$ cat src/rtl/coef_ram_loader.sv
// Writable coefficient table for the distributed-arithmetic FIR: serial load
// through a valid/ready handshake, registered 1-cycle read port, load status and checksum.
module coef_ram_loader #(
    parameter  int WIDTH_COEF0 = 8,
    parameter  int N_TAPS      = 16,
    localparam int DEPTH       = N_TAPS / 2,
    localparam int ADDR_W      = $clog2(N_TAPS / 2)
) (
    input  logic                   clk,
    input  logic                   clr,
    input  logic                   start,
    input  logic                   abort,
    input  logic                   in_valid,
    input  logic [WIDTH_COEF0-1:0] in_data,
    output logic                   in_ready,
    output logic                   busy,
    output logic                   done,
    output logic                   loaded,
    output logic [WIDTH_COEF0-1:0] chk,
    input  logic [ADDR_W-1:0]      add,
    output logic [WIDTH_COEF0-1:0] q,
    output logic [1:0]             dbg_state
);

    // Handshake: a word transfers on a rising edge where in_valid && in_ready;
    // in_ready depends only on registered state, never on in_valid.
    typedef enum logic [1:0] {
        IDLE = 2'd0,
        LOAD = 2'd1,
        DONE = 2'd2
    } state_e;

    state_e                 state_q;
    logic [ADDR_W-1:0]      wr_ptr_q;
    logic [WIDTH_COEF0-1:0] chk_q;
    logic                   loaded_q;
    logic [WIDTH_COEF0-1:0] q_q;
    logic [WIDTH_COEF0-1:0] mem_q [DEPTH];

    always_ff @(posedge clk or negedge clr) begin
        if (!clr) begin
            state_q  <= IDLE;
            wr_ptr_q <= '0;
            chk_q    <= '0;
            loaded_q <= 1'b0;
            q_q      <= '0;
            for (int i = 0; i < DEPTH; i++) begin
                mem_q[i] <= '0;
            end
        end else begin
            // Read samples the pre-write contents, giving read-before-write.
            q_q <= mem_q[add];
            case (state_q)
                IDLE: begin
                    if (start) begin
                        state_q  <= LOAD;
                        wr_ptr_q <= '0;
                        chk_q    <= '0;
                        loaded_q <= 1'b0;
                    end
                end
                LOAD: begin
                    // abort wins over a word presented in the same cycle
                    if (abort) begin
                        state_q  <= IDLE;
                        loaded_q <= 1'b0;
                    end else if (in_valid) begin
                        mem_q[wr_ptr_q] <= in_data;
                        chk_q           <= chk_q + in_data;
                        if (wr_ptr_q == ADDR_W'(DEPTH - 1)) begin
                            state_q <= DONE;
                        end else begin
                            wr_ptr_q <= wr_ptr_q + 1'b1;
                        end
                    end
                end
                DONE: begin
                    state_q  <= IDLE;
                    loaded_q <= 1'b1;
                end
                default: begin
                    state_q <= IDLE;
                end
            endcase
        end
    end

    assign in_ready  = (state_q == LOAD);
    assign busy      = (state_q == LOAD);
    assign done      = (state_q == DONE);
    assign loaded    = loaded_q;
    assign chk       = chk_q;
    assign q         = q_q;
    assign dbg_state = state_q;

endmodule

$ cat config.mk
export PLATFORM = sky130hd
export DESIGN_NAME = coef_ram_loader
export DESIGN_NICKNAME = d
export VERILOG_FILES = /design/src/rtl/coef_ram_loader.sv
export SDC_FILE = /design/constraint.sdc
export NUM_CORES = 1
export LEC_CHECK = 0
export BUFFER_PORTS_ARGS = -buffer_cell sky130_fd_sc_hd__buf_4
export CAP_MARGIN = 20
export CORE_MARGIN = 3
export CORE_UTILIZATION = 30
export DETAILED_ROUTE_END_ITERATION = 7
export HOLD_SLACK_MARGIN = 0.06
export SYNTH_ARGS = -nofsm -noshare
export SYNTH_HDL_FRONTEND = slang
export SYNTH_SLANG_ARGS = --single-unit
export TNS_END_PERCENT = 30
$ cat constraint.sdc
create_clock -name clk -period 3.3 [get_ports clk]
set_input_delay 0.165 -clock clk [delete_from_list [all_inputs] [get_ports clk]]
set_output_delay 0.165 -clock clk [all_outputs]
set_load 0.02 [all_outputs]
==> Implementation_results.wiki <==
{| class="wikitable"
! Metric !! Value
|-
| Startpoint type of the worst setup path || register
|-
| Arrival time of the worst setup path || 2900 ps
|-
| Number of clock sinks seen by CTS || between 80 and 90
|-
| Compound-cell area share of the yosys netlist || 6.16%
|-
| Buffers & Inverters on Critical Path || 0
|-
| CTS Root Buffer Type || clkbuf_16
|-
| Peak supply drop || 0.337 mV
|-
| Overall Power || 3.23 mW
|-
| Gate family responsible for the most delay along the worst path || simple AND/OR/NAND/NOR gates
|-
| Yosys warns || 0
|-
| Dominant cell by count in the synthesized netlist || dfrtp_1
|-
| Leakage power figure || around 2.3 nW
|-
| Number of detailed-route iterations in the first pass || 4
|-
| Sequential share of the synthesized area || 52.2%
|-
| Post-CTS Setup Bufs || 0
|-
| Final worst-path setup slack || 614 ps
|-
| Share of flip-flops with an asynchronous set or reset after synthesis || 100%
|-
| All-layer global routing usage || roughly 13%
|-
| Buffers added on ports || 37
|-
| Pwr per Cell Area || roughly 660 nW/um2
|-
| Area taken by flip-flops and latches || 2150 um2
|-
| Final TNS setup || 0 ps
|-
| Max Fclk || 372 MHz
|-
| Share of the synthesized area in the top cell type || 52.2%
|-
| Fin crit period || between 2000 and 3000 ps
|-
| Post-synthesis share of cell area spent on xor and xnor gates || less than 1%
|-
| Core region area || ~13000 um2
|-
| Critical path's largest stage delay || ~800 ps
|-
| Largest net degree at the start of global routing || 81
|-
| Crit-path max FO || 12
|-
| Die Outline Area || 15200 um2
|-
| Setup CP Type || register to register
|-
| Fin. max-slew vios || 0
|-
| Mean area per synthesized cell || between 10 and 15 um2
|-
| Wire length of the first global-routing pass || 14.4 mm
|-
| Top cells by instance count after synthesis || dfrtp_1, mux2_2, nand2_1
|-
| Endpoint class of the critical path || register
|-
| Net Count, Synth || 313
|-
| Top cells by area, synth || dfrtp_1, mux2_2, mux4_2, ha_1, o21ai_0
|-
| Post-Synth Adder-Cell Area || roughly 3.2%
|-
| Worst-path cell chain || nor2b_1 > nand3_4 > nor4b_4 > mux2_2
|-
| Count of boundary I/O pins || 38
|-
| Number of standard cells after synthesis || about 290
|-
| Relative slew slack || between 40 and 50%
|-
| Setup repair after global routing missed its margin || no
|-
| Vertical die dimension || 123 um
|-
| Total global routing overflow || 0
|-
| Clock Path Buffers || 2
|-
| Cell Int Power || 2.34 mW
|-
| Post-DP HPWL || 5.90 mm
|-
| Multiplexer share of the synthesized area || 27.8%
|-
| Number of nets at the end of the flow || 351
|-
| Final Cycle Share || 81.4%
|-
| Gpl congestion || 0.752
|-
| Fin. Hold Viols || 0
|-
| Cell variety after synth || 44
|-
| Finished layout cell area || slightly below 5000 um2
|-
| Data required time at the worst endpoint || 3510 ps
|-
| Clock tree from TritonCTS || built
|-
| Area added between synthesis and finish || 19.1%
|-
| Detailed router's first-iteration violation count || ~100
|-
| Drt total wl || 8.75 mm
|-
| Post_cts resized || 0
|-
| Area of the multi-input gates || between 1500 and 2000 um2
|-
| Latest clock arrival within the worst-skew pair || 340 ps
|-
| Number of fillers in the final layout || roughly 1300
|-
| Min Hold Slack || between 100 and 150 ps
|-
| Antenna violations before repair || 0
|-
| Switching pwr || between 800 and 900 uW
|-
| Post-synthesis simple-gate area fraction || under 10%
|-
| Number of rows in the core area || 42
|-
| Setup Slack @ Placement || 558 ps
|-
| Largest area contributor in the synthesized netlist || dfrtp_1
|-
| Initial cell density of the core || between 30% and 40%
|-
| Die X || between 100 and 150 um
|-
| Vias in the first global route || 2656
|-
| Transition at the pin with the smallest max-transition slack || 823 ps
|-
| Instance area after placement || 4560 um2
|-
| Hold-fix buffers, CTS || 1
|-
| Sequential share of power || 43.1%
|-
| Clock network power share || 33.4%
|-
| Deepest level of the CTS H-tree || 3
|-
| Post-Layout Cell Count || 504
|-
| Combinational cell fraction of total power || 23.4%
|-
| Antenna cells || 0
|-
| Vias after detailed routing || roughly 2500
|-
| Post-route DRC || 0
|-
| Slowest-stage cell, CP || nor4b_4
|-
| Mean routed wirelength per cell || 17.4 um
|-
| Post-detailed-route count of antenna-violating nets || 0
|-
| Count of endpoints failing setup in the final report || 0
|-
| Final clock skew || 7.70 ps
|-
| Dominant combinational cell family by area after synthesis || multiplexers
|-
| Min-Delay Path Class || primary input to register
|-
| Result of the run || finished clean
|-
| Routed via count divided by cell count || 4.91
|-
| Util after Layout || about 37%
|-
| Number of synthesized register bits || 86
|-
| Leading register cell type out of synthesis || dfrtp_1
|-
| Synthesized area || 4120 um2
|-
| Number of cells after detailed placement || 488
|-
| Slack of the worst reg-to-reg path || between 600 and 700 ps
|-
| Clock buffers created by TritonCTS || 9
|-
| Fraction of layout cells with a size suffix above 1 || 44.5%
|-
| Clk pin slew, worst setup/hold paths || 60 ps
|-
| Switching part of the total power || 27.4%
|-
| Number of flops mapped to enable cells by yosys || 0
|-
| MaxCap Viol Count || 0
|}
## sequential cells by signal, summed over array words and instances (netlist names)
register and flops:
wr_ptr_q 3, dbg_state 2, q 8, mem_q 64
chk 8, loaded 1
## cells by family after synthesis
group,Yosys count
xor gates and xnor gates,3
AOI/OAI and AO/OA,40
DFF,86
adders and majority gates,10
and+or+nand+nor,46
buffers and inverters,16
muxes,86
## area by class of cell
class	instances	share of cell area, %
clock buffer	11	4.94
sequential	86	43.8
inverter	3	0.229
timing repair buffer	40	6.57
tap	176	4.49
multi-input combinational	185	38.5
clock inverter	3	1.40
## final timing paths
path                               from  cells past startpoint         to
min                          in_data[7]                      2  mem_q[63]
min reg2reg                    mem_q[7]                      2   mem_q[7]
max reg2reg                dbg_state[0]                      4  mem_q[51]
max                        dbg_state[0]                      4  mem_q[51]
min in group asynchronous           clr                      2       q[5]
max in group asynchronous           clr                      4  mem_q[12]
## power by group through the flow
stage	sequential, mW	clock (mW)	combinational (mW)
after global routing	1.42	1.16	0.839
after floorplan	1.43	0	0.489
after global placement	1.40	0	0.746
after CTS	1.40	1.11	0.764
after detailed placement	1.41	0	0.761
final	1.39	1.08	0.756
## per-layer routing
layer / vias to the layer above / part of all wire [%] / wire [um] / GRT usage [%]
met2: 35 / 48 / 4220 / 19.6
met4: 0 / 1.3 / 113 / 3.88
li1: 1151 / - / - / -
met5: - / 0 / 0 / 0
met1: 1281 / 47 / 4150 / 17.6
met3: 9 / 3.2 / 276 / 3.25
## layout by cell type, fill, tap and decap left out, types with 2 or more instances in the layout
master,n
dfrtp_1,86
mux2_2,69
buf_4,38
nand2_1,18
mux4_2,16
o21ai_0,15
ha_1,9
clkbuf_16,9
a21oi_1,7
a21o_1,5
nor2_1,4
nor2b_1,3
inv_1,3
a211oi_1,3
and3_1,2
nand4b_2,2
nand2b_1,2
xor2_1,2
a22o_1,2
nor3b_1,2
nor4b_4,2
a211o_1,2
nor3_1,2
bufinv_16,2
No activity file was read; power rests on OpenSTA's default activity.
